## config.mk

```make
export PLATFORM = sky130hd
export DESIGN_NAME = rstl_conv_reader_flat
export DESIGN_NICKNAME = d
export VERILOG_FILES = /design/src/rtl/rstl_conv_reader_pkg.sv /design/src/rtl/rstl_conv_reader_if.sv /design/src/rtl/rstl_conv_reader_fifo.sv /design/src/rtl/rstl_conv_reader.sv /design/src/flat_wrapper.sv
export SDC_FILE = /design/constraint.sdc
export NUM_CORES = 1
export LEC_CHECK = 0
export BUFFER_PORTS_ARGS = -buffer_cell sky130_fd_sc_hd__buf_2
export CORE_ASPECT_RATIO = 0.9
export CORE_MARGIN = 2
export CORE_UTILIZATION = 50
export DETAILED_ROUTE_END_ITERATION = 8
export PLACE_DENSITY_LB_ADDON = 0.3
export SLEW_MARGIN = 15
export SYNTH_ARGS = -nofsm -noshare
export SYNTH_HDL_FRONTEND = slang
export SYNTH_SLANG_ARGS = --single-unit
```

## constraint.sdc

```tcl
create_clock -name clk -period 3 [get_ports clk]
set_input_delay 0.6 -clock clk [delete_from_list [all_inputs] [get_ports clk]]
set_output_delay 0.6 -clock clk [all_outputs]
set_load 0.01 [all_outputs]
```

## src/rtl/rstl_conv_reader_pkg.sv

```systemverilog
// Shared FSM state type and default widths for the convolution result reader.
// Optional feature macro: RSTL_LAST_EN adds a one-bit end-of-frame marker to each FIFO entry.
package rstl_conv_reader_pkg;

    typedef enum logic [1:0] {
        IDLE = 2'd0,
        RUN  = 2'd1,
        DONE = 2'd2
    } state_t;

    localparam int DEF_DATA_W  = 8;
    localparam int DEF_ADDR_W  = 4;
    localparam int DEF_NUM_RES = 16;

`ifdef RSTL_LAST_EN
    localparam int LAST_W = 1;
`else
    localparam int LAST_W = 0;
`endif

endpackage

```

## src/rtl/rstl_conv_reader_if.sv

```systemverilog
// Result-memory read port plus valid/ready result stream seen by the reader.
// Optional feature macro: RSTL_LAST_EN adds out_last to the stream.
interface rstl_conv_reader_if
    import rstl_conv_reader_pkg::*;
#(
    parameter int DATA_W = DEF_DATA_W,
    parameter int ADDR_W = DEF_ADDR_W
);
    logic              ren;
    logic [ADDR_W-1:0] raddr;
    logic [DATA_W-1:0] rdata;
    logic [DATA_W-1:0] out_data;
    logic              out_valid;
    logic              out_ready;
`ifdef RSTL_LAST_EN
    logic              out_last;
`endif

    modport master (
        output ren, raddr, out_data, out_valid,
`ifdef RSTL_LAST_EN
        output out_last,
`endif
        input  rdata, out_ready
    );

    modport slave (
        input  ren, raddr, out_data, out_valid,
`ifdef RSTL_LAST_EN
        input  out_last,
`endif
        output rdata, out_ready
    );
endinterface

```

## src/rtl/rstl_conv_reader_fifo.sv

```systemverilog
// Two-entry first-word-fall-through register FIFO; dout always shows the head entry.
module rstl_conv_reader_fifo #(
    parameter int W = 8
) (
    input  logic         clk,
    input  logic         rst,
    input  logic         push,
    input  logic         pop,
    input  logic [W-1:0] din,
    output logic [W-1:0] dout,
    output logic [1:0]   count
);
    logic [W-1:0] tail;

    // Head/tail shift register; pop is only ever requested when count is non-zero.
    always_ff @(posedge clk or negedge rst) begin
        if (!rst) begin
            dout  <= '0;
            tail  <= '0;
            count <= 2'd0;
        end else begin
            unique case ({push, pop})
                2'b10: begin
                    if (count == 2'd0) dout <= din;
                    else               tail <= din;
                    count <= count + 2'd1;
                end
                2'b01: begin
                    dout  <= tail;
                    count <= count - 2'd1;
                end
                2'b11: begin
                    if (count == 2'd1) begin
                        dout <= din;
                    end else begin
                        dout <= tail;
                        tail <= din;
                    end
                end
                default: ;
            endcase
        end
    end
endmodule

```

## src/rtl/rstl_conv_reader.sv

```systemverilog
// Streams NUM_RES results from the convolution result memory in ascending address order.
// Optional feature macro: RSTL_LAST_EN drives bus.out_last on the final result of each frame.
module rstl_conv_reader
    import rstl_conv_reader_pkg::*;
#(
    parameter int DATA_W  = DEF_DATA_W,
    parameter int ADDR_W  = DEF_ADDR_W,
    parameter int NUM_RES = DEF_NUM_RES
) (
    input  logic               clk,
    input  logic               rst,
    input  logic               start,
    output logic               busy,
    output logic               done,
    rstl_conv_reader_if.master bus
);
    localparam int               CNT_W    = ADDR_W + 1;
    localparam int               FIFO_W   = DATA_W + LAST_W;
    localparam logic [CNT_W-1:0] NUM_CNT  = CNT_W'(NUM_RES);
    localparam logic [CNT_W-1:0] LAST_IDX = CNT_W'(NUM_RES - 1);

    state_t             state;
    logic [CNT_W-1:0]   issued;
    logic [CNT_W-1:0]   sent;
    logic               inflight;
    logic               pop;
    logic [1:0]         count;
    logic [2:0]         used;
    logic [FIFO_W-1:0]  din;
    logic [FIFO_W-1:0]  dout;

    // Slots already claimed: held words plus the word arriving now, less the one leaving now.
    assign used          = {1'b0, count} + {2'b00, inflight} - {2'b00, pop};
    assign bus.out_valid = (count != 2'd0);
    assign pop           = bus.out_valid & bus.out_ready;
    assign bus.ren       = (state == RUN) && (issued < NUM_CNT) && (used < 3'd2);
    assign bus.raddr     = issued[ADDR_W-1:0];
    assign bus.out_data  = dout[DATA_W-1:0];

`ifdef RSTL_LAST_EN
    logic inflight_last;

    always_ff @(posedge clk or negedge rst) begin
        if (!rst) inflight_last <= 1'b0;
        else      inflight_last <= bus.ren && (issued == LAST_IDX);
    end

    assign din          = {inflight_last, bus.rdata};
    assign bus.out_last = dout[DATA_W] & bus.out_valid;
`else
    assign din = bus.rdata;
`endif

    rstl_conv_reader_fifo #(.W(FIFO_W)) u_fifo (
        .clk   (clk),
        .rst   (rst),
        .push  (inflight),
        .pop   (pop),
        .din   (din),
        .dout  (dout),
        .count (count)
    );

    // Frame FSM; issued is cleared on the final transfer so raddr rests at 0 between frames.
    always_ff @(posedge clk or negedge rst) begin
        if (!rst) begin
            state    <= IDLE;
            issued   <= '0;
            sent     <= '0;
            inflight <= 1'b0;
            busy     <= 1'b0;
            done     <= 1'b0;
        end else begin
            inflight <= bus.ren;
            done     <= 1'b0;
            unique case (state)
                IDLE: begin
                    if (start) begin
                        state  <= RUN;
                        busy   <= 1'b1;
                        issued <= '0;
                        sent   <= '0;
                    end
                end
                RUN: begin
                    if (bus.ren) issued <= issued + CNT_W'(1);
                    if (pop) begin
                        sent <= sent + CNT_W'(1);
                        if (sent == LAST_IDX) begin
                            state  <= DONE;
                            busy   <= 1'b0;
                            done   <= 1'b1;
                            issued <= '0;
                        end
                    end
                end
                DONE:    state <= IDLE;
                default: state <= IDLE;
            endcase
        end
    end
endmodule

```

## src/flat_wrapper.sv

```systemverilog
// flat-port wrapper written by rule: the top's interface ports become plain ports
module rstl_conv_reader_flat import rstl_conv_reader_pkg::*;
#(
    parameter int DATA_W  = DEF_DATA_W,
    parameter int ADDR_W  = DEF_ADDR_W,
    parameter int NUM_RES = DEF_NUM_RES
)
  (clk, rst, start, busy, done, bus_ren, bus_raddr, bus_out_data, bus_out_valid, bus_rdata, bus_out_ready);
  rstl_conv_reader_if #(.DATA_W(DATA_W), .ADDR_W(ADDR_W)) bus_i ();
  input  logic clk;
  input  logic rst;
  input  logic start;
  output logic busy;
  output logic done;
  output wire logic [$bits(bus_i.ren)-1:0] bus_ren;
  output wire logic [$bits(bus_i.raddr)-1:0] bus_raddr;
  output wire logic [$bits(bus_i.out_data)-1:0] bus_out_data;
  output wire logic [$bits(bus_i.out_valid)-1:0] bus_out_valid;
  input wire logic [$bits(bus_i.rdata)-1:0] bus_rdata;
  input wire logic [$bits(bus_i.out_ready)-1:0] bus_out_ready;
  assign bus_ren = bus_i.ren;
  assign bus_raddr = bus_i.raddr;
  assign bus_out_data = bus_i.out_data;
  assign bus_out_valid = bus_i.out_valid;
  assign bus_i.rdata = bus_rdata;
  assign bus_i.out_ready = bus_out_ready;
  rstl_conv_reader #(.DATA_W(DATA_W), .ADDR_W(ADDR_W), .NUM_RES(NUM_RES)) u_core (.clk(clk), .rst(rst), .start(start), .busy(busy), .done(done), .bus(bus_i));
endmodule
```

==> flow_summary_export.csv, run 1 <==
group,metric,value,unit
status,outcome,"complete, but fails checks",
status,violations,"setup timing",
sta,worst_slack,-0.07520,ns
critical_path,required,2.40,ns
global_routing,antenna_found_initial,0,
power_and_ir_drop,max-vdd-ir-drop,744.2,µV
critical_path,r2r_start,"u_core.u_fifo.count[0]",
logic_synthesis,synth_sequential_area_ratio,48.18,%
route,ant_nets,0,
placement,numPortBuffers,27,
global_routing,grt_pass1_wl,6.127,mm
cells_and_area,n_antenna_cell,0,
route,drc,0,
sta,slew_headroom,51.80,%
global_routing,gr-total-overflow,0,
cells_and_area,layout_commonest_cell,"dfrtp_1",
critical_path,cp_max_fo,4,
clocking,insertion_delay,0.29,ns
global_routing,first_global_vias,1328,
sta,fin_crit,3.075,ns
logic_synthesis,synth_seq_cells,33,
critical_path,crit_top_cell,"ha_4",
critical_path,crit_family,"adder cells",
critical_path,path_buf_inv,3,
route,post_drt_wl_per_cell,16.39,µm
clocking,clock_path_buffers,2,
floorplanning,start_util,51.50,%
route,dr.pass1.iters,4,
sta,setup_viol,1,
clocking,clk_pin_slew,0.07,ns
logic_synthesis,synth-async-reset-ratio,100.0,%
placement,dp_hpwl,2.692,mm
clocking,cts.sinks,33,
cells_and_area,nNetsFinal,211,
critical_path,r2r_cells,11,
cells_and_area,final_cell_mix,"dfrtp_1 (33), buf_2 (27), buf_4 (11), mux2_2 (9), and3_1 (8)",
route,drtIter0Drc,80,
critical_path,startpoint_type,"flip-flop",
floorplanning,dieArea,0.003913,mm²
placement,place.gp.congestion,0.7592,
route,avgViaCountPerCell,5.669,
floorplanning,coreArea,0.003328,mm²
clocking,cts_hold_buf,0,
floorplanning,die_h,59.55,µm
logic_synthesis,syn_area,0.001714,mm²
critical_path,slowest_delay,0.56,ns
critical_path,endpoint_kind,"output port",
logic_synthesis,ys_types,45,
cells_and_area,syn_to_final_growth,20.66,%
route,drt_wl_total,3.869,mm
logic_synthesis,synth_enable_flop_cells,0,
cells_and_area,drive_gt1_share,35.94,%
sta,period_share,102.5,%
clocking,root_buffer,"clkbuf_8",
route,route.vias.total,1338,
critical_path,path_class,"flip-flop to output port",
worst_hold_path,hp-class,"input port to asynchronous set/reset pin",
power_and_ir_drop,power.density,1188,mW/mm²
sta,clock.fmax,325.2,MHz
logic_synthesis,synth_warnings,0,
sta,finalClockSkew,0.006894,ns
logic_synthesis,syn-instance-count,154,
critical_path,reg2reg_slack,0.33,ns
clocking,numCtsBuffers,5,
power_and_ir_drop,cellLeakagePower,0.9491,nW
clocking,cts_tree,"built",
job,max_cap_viol_count,0,
sta,tightest_slew,0.7230,ns
floorplanning,die_x,65.72,µm
global_routing,grt.total_usage,21.62,%
critical_path,timing.rr.end,"u_core.issued[0]",
placement,dp_slack,0.06822,ns
cells_and_area,fin_util,62.14,%
critical_path,path_cells,"inv_2, ha_4, nor2b_4, inv_4, ha_4, nand2b_4, fa_1, nand4bb_1, nor2_2, buf_2",
cells_and_area,nFillCells,283,
logic_synthesis,synth_fp_nets,173,
critical_path,crit_arrival,2.48,ns
sta,slew_violations,0,
global_routing,grt_max_degree,34,
sta,rsz0062_at_grt,"true",
sta,hold_viol,0,
clocking,h-tree-depth,2,
power_and_ir_drop,power,2.457,mW
floorplanning,rows,20,
floorplanning,pin_count,28,
critical_path,crit_slowest_cell,"fa_1",
logic_synthesis,synth_ff_type,"dfrtp_1",
logic_synthesis,avgSynthCellArea,11.13,µm²
## stage by stage
step | hold WS [ns] | setup TNS, ns | cell area, µm² | std cells
4_1_cts | 0.3980 | 0 | 2036 | 233
3_3_place_gp | 0.4812 | 0 | 1942 | 226
6_report | 0.3591 | -0.07520 | 2068 | 236
3_5_place_dp | 0.4886 | 0 | 1942 | 226
5_1_grt | 0.4092 | -0.1818 | 2068 | 236
2_1_floorplan | 0.3044 | 0 | 1748 | 154
## synth_stat cells (2+ instances only)
master,instances,area [µm²]
nand2b_1,2,12.51
xnor2_1,3,26.28
buf_4,6,45.04
nor3_1,5,25.02
inv_1,7,26.28
o21ai_0,7,35.03
nor4_1,3,18.77
nor2b_1,2,12.51
or3_1,2,12.51
nand2_1,7,26.28
and3_1,8,50.05
nor2_1,6,22.52
a221o_1,6,60.06
o21ai_1,2,10.01
a31oi_1,4,25.02
a21oi_1,7,35.03
nand3_1,3,15.01
ha_1,6,75.07
mux2_2,9,101.4
dfrtp_1,33,825.8
mux2i_1,2,20.02
## layer usage
metal	GRT usage [%]	part of all wire, %
met1	25.40	44
met2	36.65	50
met3	7.605	4.6
met4	8.036	1.4
met5	0	0
## worst register-to-register path, stage by stage, from the launching register on
cell	delay, ns
dfrtp_1	0.38
inv_2	0.06
ha_4	0.17
nor2b_4	0.14
inv_4	0.05
ha_4	0.23
nand2b_4	0.14
fa_1	0.56
nand4bb_1	0.15
buf_4	0.19
or3_1	0.34
a21oi_1	0.18
## area by class of cell
cell class                      instances  area [µm²]  area share [%]
Clock buffer                            7       86.33           4.174
Inverter                                8       32.53           1.573
Multi-Input combinational cell        106       850.8           41.14
Sequential cell                        33       825.8           39.93
Tap cell                               44       55.05           2.662
Timing Repair Buffer                   38       217.7           10.53
## repair_timing
item,4_1_cts,5_1_grt
hold endpoints to repair,0,0
gates cloned,0,0
setup buffers,0,3
gates resized for setup,2,3
endpoints found under the setup margin,1,1
pin swaps,0,3
## cells by family after synthesis
group | Yosys count | synth area share (%)
mux | 12 | 8.394
buf+inv | 15 | 4.671
compound gates | 34 | 14.02
simple gates | 49 | 17.15
flops | 33 | 48.18
xor+xnor | 4 | 2.044
fa+ha+maj | 7 | 5.547
## report_power, final
part | leakage, nW | switching, mW | internal, mW
clock network | 0.0443 | 0.159 | 0.182
logic | 0.502 | 0.658 | 0.663
registers | 0.403 | 0.154 | 0.641
total | 0.949 | 0.971 | 1.49
## state kept, by name (all words and copies together) (netlist names)
name                 flops
u_core.inflight          1
u_core.u_fifo.dout       8
u_core.busy              1
u_core.u_fifo.count      2
u_core.u_fifo.tail       8
u_core.state             2
u_core.sent              5
u_core.done              1
u_core.issued            5
## worst max-delay path by stage
stage	start	endpoint	slack [ns]	cells after the start
after floorplan	u_core.u_fifo.count[1]	bus_ren	0.01	11
after global placement	bus_out_ready	bus_ren	0.13	9
after detailed placement	bus_out_ready	bus_ren	0.07	9
after CTS	u_core.u_fifo.count[1]	bus_ren	0.002	10
after global routing	u_core.u_fifo.count[1]	bus_ren	-0.18	10
final	u_core.u_fifo.count[0]	bus_ren	-0.08	10
No activity file was read; power rests on OpenSTA's default activity.
==> run 2, diff against run 1 <==
--- a/config.mk
+++ b/config.mk
@@ -9,6 +9,7 @@
 export CORE_ASPECT_RATIO = 0.9
 export CORE_MARGIN = 2
 export CORE_UTILIZATION = 50
+export CTS_CLUSTER_SIZE = 24
 export DETAILED_ROUTE_END_ITERATION = 8
 export PLACE_DENSITY_LB_ADDON = 0.3
 export SLEW_MARGIN = 15
==> constraint.sdc (replaced) <==
create_clock -name clk -period 3 [get_ports clk]
set_input_delay 0.15 -clock clk [delete_from_list [all_inputs] [get_ports clk]]
set_output_delay 0.15 -clock clk [all_outputs]
set_load 0.01 [all_outputs]
==> flow_summary_export.csv, run 2 (same netlist as run 1, synthesis figures left out) <==
group,metric,value,unit
floorplanning,rows,20,
route,post_drt_wl_per_cell,14.45,µm
critical_path,slowest_delay,0.56,ns
route,dr.pass1.iters,4,
clocking,h-tree-depth,2,
cells_and_area,fin_util,60.71,%
critical_path,startpoint_type,"flip-flop",
sta,tightest_slew,0.7149,ns
cells_and_area,reg_top3,"u_core.u_fifo.dout (8), u_core.u_fifo.tail (8)",
status,outcome,"finished, final reports clean",
route,route.vias.total,1333,
floorplanning,start_util,51.50,%
clocking,cts_tree,"built",
sta,finalClockSkew,0.009479,ns
floorplanning,dieArea,0.003913,mm²
critical_path,crit_arrival,2.99,ns
placement,dp_hpwl,2.368,mm
power_and_ir_drop,power.density,1145,mW/mm²
critical_path,crit_slowest_cell,"fa_1",
clocking,clk_pin_slew,0.07,ns
sta,slew_headroom,52.34,%
cells_and_area,nFillCells,281,
clocking,clock_path_buffers,2,
power_and_ir_drop,max-vdd-ir-drop,588.1,µV
sta,hold_viol,0,
global_routing,grt_max_degree,34,
cells_and_area,nNetsFinal,207,
clocking,insertion_delay,0.28,ns
floorplanning,die_x,65.72,µm
critical_path,cp_max_fo,8,
clocking,numCtsBuffers,5,
cells_and_area,n_antenna_cell,0,
global_routing,gr-total-overflow,0,
job,max_cap_viol_count,0,
clocking,cts.sinks,33,
cells_and_area,syn_to_final_growth,17.88,%
critical_path,path_class,"flip-flop to flip-flop",
sta,clock.fmax,358.7,MHz
global_routing,grt_pass1_wl,5.816,mm
cells_and_area,layout_commonest_cell,"dfrtp_1",
route,drc,0,
route,ant_nets,0,
critical_path,path_buf_inv,3,
power_and_ir_drop,cellLeakagePower,0.9205,nW
critical_path,endpoint_kind,"flip-flop",
placement,numPortBuffers,27,
sta,slew_violations,0,
placement,place.gp.congestion,0.8271,
clocking,root_buffer,"clkbuf_8",
route,drt_wl_total,3.366,mm
sta,period_share,92.94,%
global_routing,grt.total_usage,19.78,%
critical_path,required,3.21,ns
worst_hold_path,hp-class,"input port to flip-flop",
route,drtIter0Drc,70,
sta,tns,0,ns
floorplanning,pin_count,28,
cells_and_area,drive_gt1_share,33.33,%
global_routing,first_global_vias,1250,
route,avgViaCountPerCell,5.721,
floorplanning,die_h,59.55,µm
cells_and_area,final_cell_mix,"dfrtp_1 (33), buf_2 (27), mux2_2 (9), and3_1 (8)",
critical_path,path_cells,"inv_1, ha_1, nor2b_2, inv_2, ha_4, nand2b_1, fa_1, nand4bb_1, buf_4, or3_1, a21oi_1",
global_routing,antenna_found_initial,0,
sta,fin_crit,2.788,ns
sta,setup_viol,0,
sta,rsz0062_at_grt,"false",
floorplanning,coreArea,0.003328,mm²
critical_path,crit_family,"adder cells",
## run 2: final cells by class
type,count,area [µm²],area share (%)
clock buffer,5,68.82,3.406
clock inverter,3,17.52,0.8669
inverter,8,30.03,1.486
multi-input combinational,106,833.3,41.24
sequential,33,825.8,40.87
tap,44,55.05,2.724
timing repair buffer,34,190.2,9.412
## run 2: per-stage QoR
stage          total power [mW]  setup slack, ns  instances  area [µm²]  hold WS, ns
2_1_floorplan             1.601         0.001195        154        1714      -0.1456
3_3_place_gp              1.831           0.2124        221        1877       0.2426
3_5_place_dp              1.881           0.1333        221        1877       0.2496
4_1_cts                   2.284          0.04978        232        1998       0.1120
5_1_grt                   2.509          0.04822        233        2021       0.1138
6_report                  2.313           0.2118        233        2021       0.1182
## run 2: power breakdown
group | internal [mW] | leakage (nW) | switching [mW]
clock | 0.160 | 0.0439 | 0.163
combinational | 0.596 | 0.474 | 0.607
sequential | 0.640 | 0.403 | 0.148
## run 2: worst paths after layout
path                       slack, ns                    end  cells after the start              startpoint
setup / recovery                0.21       u_core.issued[0]                     11  u_core.u_fifo.count[0]
hold / removal                  0.12  u_core.u_fifo.dout[3]                      2            bus_rdata[3]
setup reg to reg                0.21       u_core.issued[0]                     11  u_core.u_fifo.count[0]
hold reg to reg                 0.50  u_core.u_fifo.tail[5]                      1   u_core.u_fifo.tail[5]
max in group asynchronous       2.09        u_core.state[0]                      2                     rst
min in group asynchronous       0.45        u_core.state[1]                      2                     rst
## run 2: per-layer routing
metal	track usage [%]	part of all wire, %
met1	26.67	47
met2	30.59	48
met3	4.563	3.6
met4	8.929	1.4
met5	0	0
## run 2: worst register-to-register path, stage by stage, from the launching register on
cell and delay, ns:
dfrtp_1 0.38, inv_1 0.06, ha_1 0.21, nor2b_2 0.15, inv_2 0.10, ha_4 0.26, nand2b_1 0.16, fa_1 0.56
nand4bb_1 0.16, buf_4 0.19, or3_1 0.34, a21oi_1 0.14
## run 2: what timing repair did
item,4_1_cts,5_1_grt
hold endpoints to repair,33,0
gates cloned,0,0
gates resized for setup,2,2
setup endpoints to repair,1,5
hold buffers,1,0
setup buffers,2,1
==> run 3, diff against run 2 <==
--- a/config.mk
+++ b/config.mk
@@ -6,7 +6,6 @@
 export NUM_CORES = 1
 export LEC_CHECK = 0
 export BUFFER_PORTS_ARGS = -buffer_cell sky130_fd_sc_hd__buf_2
-export CORE_ASPECT_RATIO = 0.9
 export CORE_MARGIN = 2
 export CORE_UTILIZATION = 50
 export CTS_CLUSTER_SIZE = 24
==> constraint.sdc (replaced) <==
create_clock -name clk -period 2.5 [get_ports clk]
set_input_delay 0.125 -clock clk [delete_from_list [all_inputs] [get_ports clk]]
set_output_delay 0.125 -clock clk [all_outputs]
set_load 0.01 [all_outputs]
==> flow_summary_export.csv, run 3 (same netlist as run 1, synthesis figures left out) <==
group,metric,value,unit
critical_path,crit_arrival,2.43,ns
cells_and_area,final_cells,248,
route,drc,0,
sta,slew_violations,0,
sta,clock.fmax,391.9,MHz
cells_and_area,syn_to_final_growth,26.35,%
sta,hold_viol,0,
cells_and_area,reg_top3,"u_core.u_fifo.dout (8), u_core.u_fifo.tail (8)",
power_and_ir_drop,clock_power_share,9.4,%
global_routing,met2_usage,32.80,%
floorplanning,die_x,62.55,µm
route,ant_nets,0,
clocking,insertion_delay,0.35,ns
critical_path,reg2reg_slack,0,ns
power_and_ir_drop,cellLeakagePower,0.9876,nW
critical_path,path_class,"flip-flop to output port",
clocking,clock_path_buffers,2,
floorplanning,start_util,51.78,%
cells_and_area,n_antenna_cell,0,
power_and_ir_drop,seqPwrFrac,29.4,%
cells_and_area,drive_gt1_share,44.06,%
power_and_ir_drop,power.switching,1.285,mW
global_routing,met3_usage,4.144,%
critical_path,required,2.38,ns
power_and_ir_drop,intPower,1.892,mW
cells_and_area,layout_commonest_cell,"dfrtp_1",
placement,dpl_cell_area,0.001958,mm²
job,max_cap_viol_count,0,
power_and_ir_drop,power.density,1467,mW/mm²
route,dr.pass1.iters,4,
global_routing,top_usage_layer,"met2",
global_routing,grt_max_degree,34,
power_and_ir_drop,pwr-share-comb,61.2,%
sta,holdWs,0.01676,ns
critical_path,endpoint_kind,"output port",
clocking,numCtsBuffers,5,
clocking,h-tree-depth,2,
cells_and_area,nNetsFinal,220,
global_routing,grt_pass1_wl,6.037,mm
placement,placed_cells,228,
status,violations,"setup timing",
clocking,cts.sinks,33,
route,drtIter0Drc,71,
power_and_ir_drop,max-vdd-ir-drop,1110,µV
sta,tightest_slew,0.7583,ns
floorplanning,dieArea,0.003913,mm²
critical_path,cp_max_fo,3,
placement,numPortBuffers,27,
clocking,cts_tree,"built",
cells_and_area,final_cell_mix,"dfrtp_1 (32), buf_2 (27), buf_4 (19), mux2_2 (9), and3_1 (8)",
global_routing,grt.total_usage,19.70,%
placement,place.gp.congestion,0.8745,
global_routing,gr-usage-met1,24.56,%
cells_and_area,final_area,0.002166,mm²
sta,setup_viol,1,
sta,rsz0062_at_grt,"true",
global_routing,antenna_found_initial,0,
route,drt_wl_total,3.782,mm
floorplanning,pin_count,28,
critical_path,startpoint_type,"flip-flop",
sta,slew_headroom,49.34,%
route,avgViaCountPerCell,5.508,
floorplanning,coreArea,0.003311,mm²
sta,fin_crit,2.552,ns
floorplanning,die_h,62.55,µm
route,route.vias.total,1366,
placement,dp_slack,-0.09751,ns
route,post_drt_wl_per_cell,15.25,µm
clocking,root_buffer,"clkbuf_4",
global_routing,first_global_vias,1312,
worst_hold_path,hp-class,"input port to flip-flop",
floorplanning,rows,21,
clocking,clk_pin_slew,0.11,ns
power_and_ir_drop,swShare,40.45,%
sta,worst_slack,-0.05197,ns
sta,period_share,102.1,%
placement,dp_hpwl,2.560,mm
sta,finalClockSkew,0.01139,ns
global_routing,gr-total-overflow,0,
status,outcome,"complete, but fails checks",
## run 3: area by class of cell
cell class / count / area (µm²)
Tap cell: 46 / 57.56
Sequential cell: 33 / 827.0
Multi-Input combinational cell: 106 / 905.9
Clock inverter: 3 / 17.52
Inverter: 8 / 32.53
Timing Repair Buffer: 47 / 287.8
Fill cell: 263 / 1145
Clock buffer: 5 / 37.54
## run 3: power groups by stage
stage	logic, mW	clock network, mW	registers (mW)
global placement	1.42	0	0.921
detailed placement	1.48	0	0.940
CTS	1.72	0.310	0.929
floorplan	1.03	0	0.975
finish	1.95	0.299	0.933
global route	2.13	0.327	0.961
## run 3: worst max-delay path, cell delays in order (launching register included)
cell and delay, ns:
dfrtp_2 0.38, inv_2 0.05, ha_4 0.16, nor2b_4 0.14, inv_4 0.05, ha_4 0.21
nand2b_4 0.14, fa_2 0.54, nand4bb_1 0.14, nor2_2 0.13, buf_2 0.14
## run 3: what timing repair did
action / in CTS / in global routing
gates resized for setup: 5 / 9
setup endpoints to repair: 5 / 6
pin swaps: 4 / 2
hold endpoints to repair: 33 / 0
setup buffers: 7 / 4
hold buffers: 1 / 0
## run 3: final timing paths
check | start | to | depth (start not counted)
min | bus_rdata[5] | u_core.u_fifo.dout[5] | 2
min reg2reg | u_core.u_fifo.tail[6] | u_core.u_fifo.tail[6] | 1
max in group asynchronous | rst | u_core.u_fifo.count[1] | 2
max | u_core.u_fifo.count[1] | bus_ren | 10
min in group asynchronous | rst | u_core.u_fifo.tail[1] | 2
max reg2reg | u_core.u_fifo.count[1] | u_core.issued[0] | 11
## run 3: routing by layer
| layer | wire (µm) | vias up | share of wire (%) |
|---|---|---|---|
| met5 | 0 | - | 0 |
| met4 | 85 | 0 | 2.2 |
| met3 | 173 | 10 | 4.6 |
| met2 | 1922 | 38 | 51 |
| met1 | 1600 | 658 | 42 |
| li1 | - | 660 | - |
## run 3: through the flow
stage | utilization (%) | power (mW) | TNS (ns)
after global routing | 65.42 | 3.413 | -0.3943
after CTS | 63.30 | 2.958 | -0.07867
after detailed placement | 59.15 | 2.420 | -0.1145
after floorplan | - | 2.008 | -0.4811
final | 65.42 | 3.177 | -0.05197
after global placement | 59.15 | 2.336 | 0
